`src/rtl/lfsr_pkg.sv`:
```
// Shared tap-mask table for the maximal-length Fibonacci LFSR family.
// Masks use bit i = 1 to select state bit i into the feedback XOR.
package lfsr_pkg;

  localparam int LFSR_N_MIN = 2;
  localparam int LFSR_N_MAX = 32;

  // Maximal-length tap mask for an n-bit register; zero for unsupported widths.
  function automatic logic [31:0] lfsr_taps(input int unsigned n);
    logic [31:0] mask;
    case (n)
      32'd2:   mask = 32'h0000_0003;
      32'd3:   mask = 32'h0000_0006;
      32'd4:   mask = 32'h0000_000C;
      32'd5:   mask = 32'h0000_0014;
      32'd6:   mask = 32'h0000_0030;
      32'd7:   mask = 32'h0000_0060;
      32'd8:   mask = 32'h0000_00B8;
      32'd9:   mask = 32'h0000_0110;
      32'd10:  mask = 32'h0000_0240;
      32'd11:  mask = 32'h0000_0500;
      32'd12:  mask = 32'h0000_0829;
      32'd13:  mask = 32'h0000_100D;
      32'd14:  mask = 32'h0000_2015;
      32'd15:  mask = 32'h0000_6000;
      32'd16:  mask = 32'h0000_D008;
      32'd17:  mask = 32'h0001_2000;
      32'd18:  mask = 32'h0002_0400;
      32'd19:  mask = 32'h0004_0023;
      32'd20:  mask = 32'h0009_0000;
      32'd21:  mask = 32'h0014_0000;
      32'd22:  mask = 32'h0030_0000;
      32'd23:  mask = 32'h0042_0000;
      32'd24:  mask = 32'h00E1_0000;
      32'd25:  mask = 32'h0120_0000;
      32'd26:  mask = 32'h0200_0023;
      32'd27:  mask = 32'h0400_0013;
      32'd28:  mask = 32'h0900_0000;
      32'd29:  mask = 32'h1400_0000;
      32'd30:  mask = 32'h2000_0029;
      32'd31:  mask = 32'h4800_0000;
      32'd32:  mask = 32'h8020_0003;
      default: mask = 32'h0000_0000;
    endcase
    return mask;
  endfunction

endpackage

```
`src/rtl/lfsr.sv`:
```
// Left-shifting Fibonacci LFSR with seed load, zero-seed substitution and a
// one-cycle pulse each time the state returns to the loaded seed.
module lfsr
  import lfsr_pkg::*;
#(
  parameter int N = 4
) (
  input  logic         clk,
  input  logic         reset_n,
  input  logic         load_seed,
  input  logic [N-1:0] seed_data,
  output logic [N-1:0] lfsr_data,
  output logic         lfsr_done
);

  if ((N < LFSR_N_MIN) || (N > LFSR_N_MAX)) begin : g_bad_width
    $error("lfsr: parameter N out of supported range 2..32");
  end

  localparam logic [N-1:0] TAPS = N'(lfsr_taps(N));

  logic [N-1:0] data_q, data_d;
  logic [N-1:0] seed_q, seed_d;
  logic         done_q, done_d;
  logic         fb_s;
  logic [N-1:0] shift_s;
  logic [N-1:0] seed_fix_s;

  // An all-zero seed would lock the register up, so it is replaced by 1.
  always_comb begin
    fb_s       = ^(data_q & TAPS);
    shift_s    = {data_q[N-2:0], fb_s};
    seed_fix_s = (seed_data == {N{1'b0}}) ? {{(N-1){1'b0}}, 1'b1} : seed_data;
    data_d     = shift_s;
    seed_d     = seed_q;
    done_d     = 1'b0;
    if (load_seed) begin
      data_d = seed_fix_s;
      seed_d = seed_fix_s;
      done_d = 1'b0;
    end else begin
      data_d = shift_s;
      seed_d = seed_q;
      done_d = (shift_s == seed_q);
    end
  end

  always_ff @(posedge clk) begin
    if (!reset_n) begin
      data_q <= {N{1'b1}};
      seed_q <= {N{1'b1}};
      done_q <= 1'b0;
    end else begin
      data_q <= data_d;
      seed_q <= seed_d;
      done_q <= done_d;
    end
  end

  assign lfsr_data = data_q;
  assign lfsr_done = done_q;

endmodule

```
`config.mk`:
```
export PLATFORM = sky130hd
export DESIGN_NAME = lfsr
export DESIGN_NICKNAME = d
export VERILOG_FILES = /design/src/rtl/lfsr_pkg.sv /design/src/rtl/lfsr.sv
export SDC_FILE = /design/constraint.sdc
export NUM_CORES = 1
export LEC_CHECK = 0
export ABC_AREA = 0
export CORE_AREA = 3 3 40 42
export DETAILED_ROUTE_END_ITERATION = 16
export DIE_AREA = 0 0 43 45
export HOLD_SLACK_MARGIN = 0.03
export PLACE_DENSITY = 0.58
export SYNTH_ARGS = -nofsm -noshare
export SYNTH_HDL_FRONTEND = slang
export SYNTH_SLANG_ARGS = --single-unit
```
`constraint.sdc`:
```
create_clock -name clk -period 2.73 [get_ports clk]
set_input_delay 0.4095 -clock clk [delete_from_list [all_inputs] [get_ports clk]]
set_output_delay 0.4095 -clock clk [all_outputs]
set_load 0.005 [all_outputs]
```
==> impl_summary.md <==
Status
The run finished with clean final reports.

Logic synthesis
Ranked by instance count, the synthesized netlist is headed by sky130_fd_sc_hd__dfxtp_1, sky130_fd_sc_hd__o21ai_0, sky130_fd_sc_hd__inv_1. The share of Yosys cell area claimed by the top area cell type is 0.514. The most instantiated library cell after synthesis is sky130_fd_sc_hd__dfxtp_1. The distinct cell type count after synthesis is 14. The prevailing post-synth register cell is sky130_fd_sc_hd__dfxtp_1. The gate count after technology mapping is 38. After synthesis, the cell types taking the most area are sky130_fd_sc_hd__dfxtp_1, sky130_fd_sc_hd__o21ai_0, sky130_fd_sc_hd__xnor2_1, sky130_fd_sc_hd__a21boi_0, sky130_fd_sc_hd__inv_1. The average cell area after synthesis is 9.22 um2. Of the synthesized area, sequential elements account for 0.514. Counting flops with an async set or reset pin after synthesis yields a share of 0. The biggest area contributor in the post-synthesis netlist is sky130_fd_sc_hd__dfxtp_1. Synthesis inferred 9 register bits.

The number of nets in the synthesized netlist is 45. The netlist area before placement is 350 um2. Yosys mapped a number of flops with a built-in enable equal to 0. The Yosys step of the flow raised 0 warnings.

Worst setup path
The critical path goes through clkdlybuf4s50_1. The worst setup path is captured at an output pin. The data arrival time of the critical path is 1190 ps.

The data required time of the worst path is 2320 ps. STA classifies the critical path startpoint as a flop. Among cell families on the critical path, the largest total delay comes from buffers and inverters. The delay of the slowest critical-path stage is 530 ps. Together, buffers and inverters on the worst path number 1. The critical path in this run is classified as flop to output pin. The maximum net fanout on the critical path is 5. The cell at the slowest stage of the critical path is sky130_fd_sc_hd__clkdlybuf4s50_1.

Timing
For the final routed database, the setup TNS stands at 0 ps. Setup repair after global routing left no endpoint under its margin. The total count of max-transition violations in the final report came to 0. The worst setup skew after layout is 3.08 ps. For this run, the top clock speed supported by timing is 0.624 GHz. The count of endpoints failing hold in the final timing report was 0. The final cycle utilization of the critical path is 0.587. Subtracting the final worst setup slack from the clock period gives 1600 ps.

The transition time of the tightest slew-check pin is 337 ps. Setup violations remaining at the end of the flow were counted as 0. The worst slew slack as a fraction of its limit is 0.775.

The worst hold slack is 469 ps.

CTS
The H-tree depth reported by CTS is 1. The number of setup buffers added after CTS is 0. In this run, CTS created clock tree buffers numbering 3. The post-CTS clock slew at the launch and capture registers of the worst setup and hold paths is 60 ps. At the later pin of the worst-skew pair, clock insertion delay measures 260 ps. Hold repair after CTS inserted 0 buffers. The number of clock sinks seen by CTS is 9. The post-cts resize count is 0. The CTS tree is yes. The maximum number of buffers from clock root to sink is 2. The buffer cell driving the clock tree root is sky130_fd_sc_hd__clkbuf_4.

Finish
The summed area of non-filler cells in the final layout is 500 um2. The repair_antennas step left the layout with diodes totalling 0. Of the cells placed in the final design, the portion with a size suffix greater than 1 is 0.0577. The area added between synthesis and finish is 42.9%. The filler cell count is 139. The net count of the finished layout is 60.

Floorplan
The die covers 0.00194 mm2. The core region is 0.00128 mm2. The count of standard-cell rows is 13.

The number of top-level pins is 12. The die is 43 um wide. The vertical die dimension is 45 um. The initial utilization of the core area, before any placement, comes to 0.273.

Global routing
The largest net degree at the start of global routing is 14. The global-route total usage across every layer is 0.0892. The first global-routing pass estimated 1.15 mm of wire. The overflow left after global routing is 0. The initial antenna violation count is 0. The via count of the first global-routing pass is 262.

Pwr
VDD sags by at most 219 uV. The analysis attributes to cell leakage a power of 0.218 nW. In this run the power density over the cells is 582 mW/mm2.

Route
After detailed routing, the number of remaining DRC violations is 0. The number of iterations in the first detailed-routing pass is 1. The remaining antenna violation count is 0. The via density per instance is 4.33.

After detailed routing, the average wire length per cell comes to 10.6 um. The iteration-0 DRC count of the detailed router is 0. Detailed routing inserted a total of 290 vias.

After detailed routing, the total wire length is 707 um.

Min path
The worst hold path belongs to the class flop to flop.

Placed design
The standard cell area after detailed placement is 474 um2. The number of port buffers is 11. Routability-driven placement finished with a final weighted congestion of 0.673.

Run
The reported max-cap violation count is 0.
worst min-delay path: cells and delay by family, from the launching register on:
| family | cells | cell delay (ps) |
|---|---|---|
| DFF | 1 | 320 |
| buffers and inverters | 1 | 50 |
| AOI/OAI and AO/OA | 1 | 60 |
layout by cell type (no fill, tap or decap):
master                            instances
sky130_fd_sc_hd__clkbuf_1                 1
sky130_fd_sc_hd__nand4b_1                 1
sky130_fd_sc_hd__inv_1                    6
sky130_fd_sc_hd__dfxtp_1                  9
sky130_fd_sc_hd__or3_1                    1
sky130_fd_sc_hd__a21oi_1                  1
sky130_fd_sc_hd__o21ai_0                  7
sky130_fd_sc_hd__clkbuf_4                 3
sky130_fd_sc_hd__a21boi_0                 3
sky130_fd_sc_hd__clkdlybuf4s50_1         11
sky130_fd_sc_hd__o211ai_1                 1
sky130_fd_sc_hd__nand3_1                  2
sky130_fd_sc_hd__nor3_1                   1
sky130_fd_sc_hd__xor2_1                   1
sky130_fd_sc_hd__or2b_1                   1
sky130_fd_sc_hd__xnor2_1                  3
routing by layer:
layer	global-route usage	routed length, um
met5	0	0
met4	0.108	27
met3	0.0398	60
met2	0.117	288
met1	0.0969	331
layout make-up:
cell class	instances	area [um2]	share of cell area
well taps	15	18.8	0.0375
clock buffers	4	26.3	0.0525
flip-flops and latches	9	180	0.360
multi-input cells	22	143	0.285
repair buffers	11	110	0.220
inverters	6	22.5	0.0450
through the flow:
step | instances | setup WS, ps | util | total power, mW
floorplan | 38 | 1770 | - | 0.169
global placement | 63 | 1210 | 0.369 | 0.192
detailed placement | 63 | 1200 | 0.369 | 0.192
CTS | 67 | 1110 | 0.389 | 0.298
global route | 67 | 1060 | 0.389 | 0.311
finish | 67 | 1130 | 0.389 | 0.291
final timing paths:
path	startpoint	endpoint	cells after the start	slack, ps
hold / removal	seed_q[2]	seed_q[2]	2	470
setup reg to reg	lfsr_data[3]	lfsr_done	3	1710
hold reg to reg	seed_q[2]	seed_q[2]	2	470
setup / recovery	lfsr_data[2]	lfsr_data[2]	1	1130
registers in the layout (all words and copies together), names as in the netlist:
signal and count:
lfsr_data 4, seed_q 4, lfsr_done 1
logic make-up after synthesis:
logic type | synth area share
AO/OA/AOI/OAI | 0.200
XOR/XNOR | 0.100
buffers and inverters | 0.0786
flip-flops | 0.514
AND/OR/NAND/NOR | 0.107
where the power goes:
group / switching [mW] / internal, mW / leakage [nW]
registers: 0.00733 / 0.140 / 0.0749
logic: 0.0151 / 0.0262 / 0.128
clock network: 0.0461 / 0.0563 / 0.0150
(Power assumes the default switching activity.)
==> edit 1 (same settings) <==
Put one more register stage on the output `lfsr_data`, without a reset. The value now appears one clock later. The other outputs are not delayed to match.
--- a/src/rtl/lfsr.sv
+++ b/src/rtl/lfsr.sv
@@ -58,5 +58,7 @@
   end
 
-  assign lfsr_data = data_q;
+  always_ff @(posedge clk) begin
+    lfsr_data <= data_q;
+  end
   assign lfsr_done = done_q;
 
Formal check against the unedited RTL: not equivalent (Yosys sat finds a counterexample within 4 cycles, from zero or initial values and one cycle with reset_n low).
==> edit 1 against the original RTL <==
  * Final cell count rose by 6.0%
  * Power rose by 26%
  * Fmax rose by 8.5%
  * Routed wire length rose by 0.14%
  * Worst setup slack improved by 130 ps
  * Sequential cell count rose by 4
  * Cell area rose by 16%
  * Highest routed layer unchanged
  * Area after synthesis rose by 23%
  * Critical path depth did not move
==> edit 1: results (changes against the original RTL) <==
Run status
  • Outcome: finished clean

Pwr
  • Worst vdd ir: 0.276 mV (+26%)
  • Pleak: 0.252 nW (+15%)

Placement
  • Port Buffers: 11 (unchanged)
  • Placement Cell Area: 554 µm² (+17%)
  • Routability cong.: 0.736 (+9.3%)
  • Placed insts: 67 (+6.3%)
  • Final HPWL DP: 515 µm

Synthesis
  • Yosys warns: 0 (unchanged)
  • Avg Cell Area, Syn: 10.2 µm² (+11%)
  • Asr flop ratio synth: 0% (unchanged)
  • Register area share after synthesis: 60.5% (+9.0 points)
  • Synth cell count leaders: dfxtp_1, o21ai_0, inv_1, a21boi_0, xnor2_1
  • Synth top area cells: dfxtp_1, o21ai_0, xnor2_1, a21boi_0, inv_1
  • Top FF cell, synth: dfxtp_1
  • Post-Syn Nets: 49 (+8.9%)
  • Count of different cell masters after synthesis: 14 (unchanged)

Setup path
  • Worst r2r src: seed_q[0]
  • Crit path arrival time: 1070 ps (-120 ps)
  • Worst reg2reg setup slack: 1740 ps (+30 ps)
  • Slowest-stage cell, CP: clkdlybuf4s50_1
  • Worst reg2reg path endpoint: lfsr_done
  • CP peak stage delay: 490 ps (-40 ps)
  • Critical Path Fanout Max: 1 (-4)
  • CP delay by family, top: buffers and inverters
  • Worst r2r path cells: 3 (unchanged)

Layout
  • Antenna Cells: 0 (unchanged)
  • Largest registers: data_q x4, lfsr_data x4, seed_q x4
  • Fin cells: 71 (+6.0%)
  • Layout cells sized above 1: 5.36% (-0.41 points)
  • Nets: 64 (+6.7%)

Clock network
  • Clock root buffer: clkbuf_4
  • Clk buf depth: 2 (unchanged)
  • Cts repair resizes: 0 (unchanged)
  • CTS Buf Count: 3 (unchanged)
  • CTS clk-pin slew, worst paths: around 70 ps
  • Worst-Skew Late Latency: 270 ps
  • Post-CTS setup buffer count: 0 (unchanged)
  • CTS H-tree lvls: 1 (unchanged)

Global route
  • Initial antenna violation count: 0 (unchanged)
  • M2 GR Usage: 12.3% (+0.60 points)
  • First-pass GRT wire length: 1.15 mm (unchanged)
  • Vias in the first global route: 293 (+12%)
  • Met3 usage: 2.39% (-1.6 points)
  • GRT Resource Usage Total: 8.85% (-0.076 points)
  • Largest net degree at the start of global routing: 14 (unchanged)
  • Met1 Use GR: 9.22% (-0.46 points)

Min path
  • Worst-case hold path end point: lfsr_data[1]
  • Hold path cells: 0 (-2)
  • Hold Path Class: reg -> reg
  • Worst hold start: data_q[1]

Timing
  • Headroom to the max-slew limit: 78.8% (+1.4 points)
  • Max Clock Skew: 2.72 ps (-0.356 ps)

Route
  • Drt first pass iters: 2 (+1)
  • Routed wire length: 708 µm (+0.14%)
  • DR vias: 313 (+7.9%)
  • Initial drt markers: 1 (+1)
-- edit 1: cell count changes in the layout (fill, tap and decap cells not counted) --
cell	unedited run	this run
dfxtp_1	9	13
-- edit 1: worst max path at each step --
stage	startpoint	endpoint	slack [ps]	cells past startpoint
2_1_floorplan	data_q[3]	lfsr_done	1790	3
3_3_place_gp	load_seed	data_q[0]	1250	3
3_5_place_dp	load_seed	data_q[2]	1230	3
4_1_cts	lfsr_done	lfsr_done	1230	1
5_1_grt	lfsr_data[3]	lfsr_data[3]	1200	1
6_report	lfsr_done	lfsr_done	1250	1
-- edit 1: metal layers --
layer  vias up  wire, µm
met1       129       325
met4         0        31
met5         -         0
met3         4        51
li1        167         -
met2        13       300
-- edit 1: logic make-up after synthesis --
logic type	synth area share [%]
AND/OR/NAND/NOR	8.72
buffers and inverters	6.39
flip-flops	60.5
XOR/XNOR	8.14
AO/OA/AOI/OAI	16.3
-- edit 1: stage by stage --
step	power [mW]	worst slack, ps	hold WS [ps]
floorplan	0.234	1790	364
detailed placement	0.257	1230	372
CTS	0.374	1230	383
global placement	0.257	1250	374
finish	0.367	1250	384
global route	0.387	1200	388
-- edit 1: power breakdown --
part	switching, mW	internal, mW	total [mW]
clock network	0.0581	0.0566	0.115
logic	0.0149	0.0262	0.0412
registers	0.00833	0.203	0.211
-- edit 1: layout make-up --
type | instances | area (µm²)
Timing Repair Buffer | 11 | 110
Clock buffer | 4 | 26.3
Inverter | 6 | 22.5
Tap cell | 15 | 18.8
Fill cell | 131 | 704
Multi-Input combinational cell | 22 | 143
Sequential cell | 13 | 260
==> edit 2 (same settings) <==
Made on the original files. Set the parameter `N` to 2 (it was 4).
--- a/src/rtl/lfsr.sv
+++ b/src/rtl/lfsr.sv
@@ -4,5 +4,5 @@
   import lfsr_pkg::*;
 #(
-  parameter int N = 4
+  parameter int N = 2
 ) (
   input  logic         clk,
Ports: changed (resized lfsr_data and seed_data); port bits go from 12 to 8. No check against the original RTL was run, so the function may have changed too.
==> edit 2 against the original RTL <==
  * Non-clock buffer count fell by 4
  * Worst setup slack gained 25 ps
  * Final cell count is 31% lower
  * Area after synthesis fell by 41%
  * Clock skew hardly changed
  * Routed wire length shrank 45%
  * Power is 34% lower
  * Sequential share of layout area is 4.9 points lower
  * Sequential cell count fell by 4
  * Fmax rose by 1.6%
  * Cell area shrank 36%
  * Via count fell by 41%
==> edit 2: results (changes against the original RTL) <==
Route
  • Drt first pass iters: 4 (+3)
  • DR vias/cell: 3.72 (-14%)
  • Routed wire length: 387 µm (-45%)
  • Initial drt markers: 5 (+5)

Timing
  • Final hold slack: 471 ps (+1.86 ps)
  • Headroom to the max-slew limit: 85.0% (+7.6 points)
  • Max Clock Skew: 2.79 ps (-0.287 ps)

Synthesis
  • Most frequent cell after synthesis: dfxtp_1
  • Synth top area cells: dfxtp_1, xnor2_1, o21ai_0, and3b_2, mux2i_1
  • Synth cell count leaders: dfxtp_1, o21ai_0, inv_1, xnor2_1
  • Post-Syn Nets: 25 (-44%)
  • Count of different cell masters after synthesis: 12 (-2)
  • Register area share after synthesis: 48.5% (-2.9 points)
  • Cells after Synth: 20 (-47%)

Clock network
  • Worst-Skew Late Latency: 240 ps (-20 ps)
  • Cts repair resizes: 0 (unchanged)

Run status
  • Outcome: finished clean

Pwr
  • Comb pwr: 0.0249 mW (-40%)
  • Worst vdd ir: 0.157 mV (-28%)
  • Pleak: 0.136 nW (-37%)
  • Clk. pwr: 0.0855 mW (-16%)
  • Net Sw Frac: 22.0% (-1.5 points)
  • Power Sequential: 0.0822 mW (-44%)

Layout
  • Layout cells sized above 1: 16.1% (+10 points)
  • Fin cells: 46 (-31%)
  • Nets: 37 (-38%)

Setup path
  • Worst r2r src: lfsr_data[0]
  • Worst r2r path cells: 2 (-1)
  • Crit path arrival time: 1170 ps (-20 ps)

Min path
  • Hold path cells: 2 (unchanged)
  • Worst-case hold path end point: seed_q[1]
  • Worst hold start: seed_q[1]

Global route
  • First-pass GRT wire length: 655 µm (-43%)
  • GRT Resource Usage Total: 5.18% (-3.7 points)
  • Vias in the first global route: 170 (-35%)
  • Largest net degree at the start of global routing: 9 (-5)

Placement
  • Placed insts: 42 (-33%)
  • Routability cong.: 0.641 (-4.8%)
  • Port Buffers: 7 (-4)
  • Placement Cell Area: 295 µm² (-38%)
-- edit 2: worst max-delay path by stage --
stage                 start           end  slack (ps)  cells past startpoint
6_report       lfsr_data[0]  lfsr_data[0]        1150                      1
5_1_grt        lfsr_data[0]  lfsr_data[0]        1100                      1
4_1_cts        lfsr_data[0]  lfsr_data[0]        1130                      1
3_5_place_dp      load_seed     lfsr_done        1050                      3
3_3_place_gp      load_seed     lfsr_done        1070                      3
2_1_floorplan     load_seed     lfsr_done        1630                      2
-- edit 2: layout make-up --
cell class                 count  area share, %
sequential                     5           31.1
multi-input combinational     13           30.7
timing repair buffer           7           21.8
clock buffer                   4           8.17
tap                           15           5.84
inverter                       2           2.33
-- edit 2: per-stage QoR --
step | worst slack, ps | utilization, %
after floorplan | 1630 | -
after global placement | 1070 | 23.0
after detailed placement | 1050 | 23.0
after CTS | 1130 | 25.0
after global routing | 1100 | 25.0
final | 1150 | 25.0
-- edit 2: kinds of logic (layout without fill, tap and decap cells) --
| logic type | after synthesis | in the layout | synth area share (%) |
|---|---|---|---|
| flip-flops | 5 | 5 | 48.5 |
| XOR/XNOR | 2 | 2 | 8.49 |
| AND/OR/NAND/NOR | 5 | 5 | 20.0 |
| buffers and inverters | 2 | 13 | 3.64 |
| multiplexers | 1 | 1 | 4.85 |
| AO/OA/AOI/OAI | 5 | 5 | 14.5 |
-- edit 2: metal layers --
metal | track usage, % | up-vias | routed length [µm]
met5 | 0 | - | 0
met4 | 5.42 | 0 | 0
met3 | 3.98 | 0 | 46
met2 | 5.69 | 8 | 129
met1 | 5.83 | 71 | 211
li1 | - | 92 | -
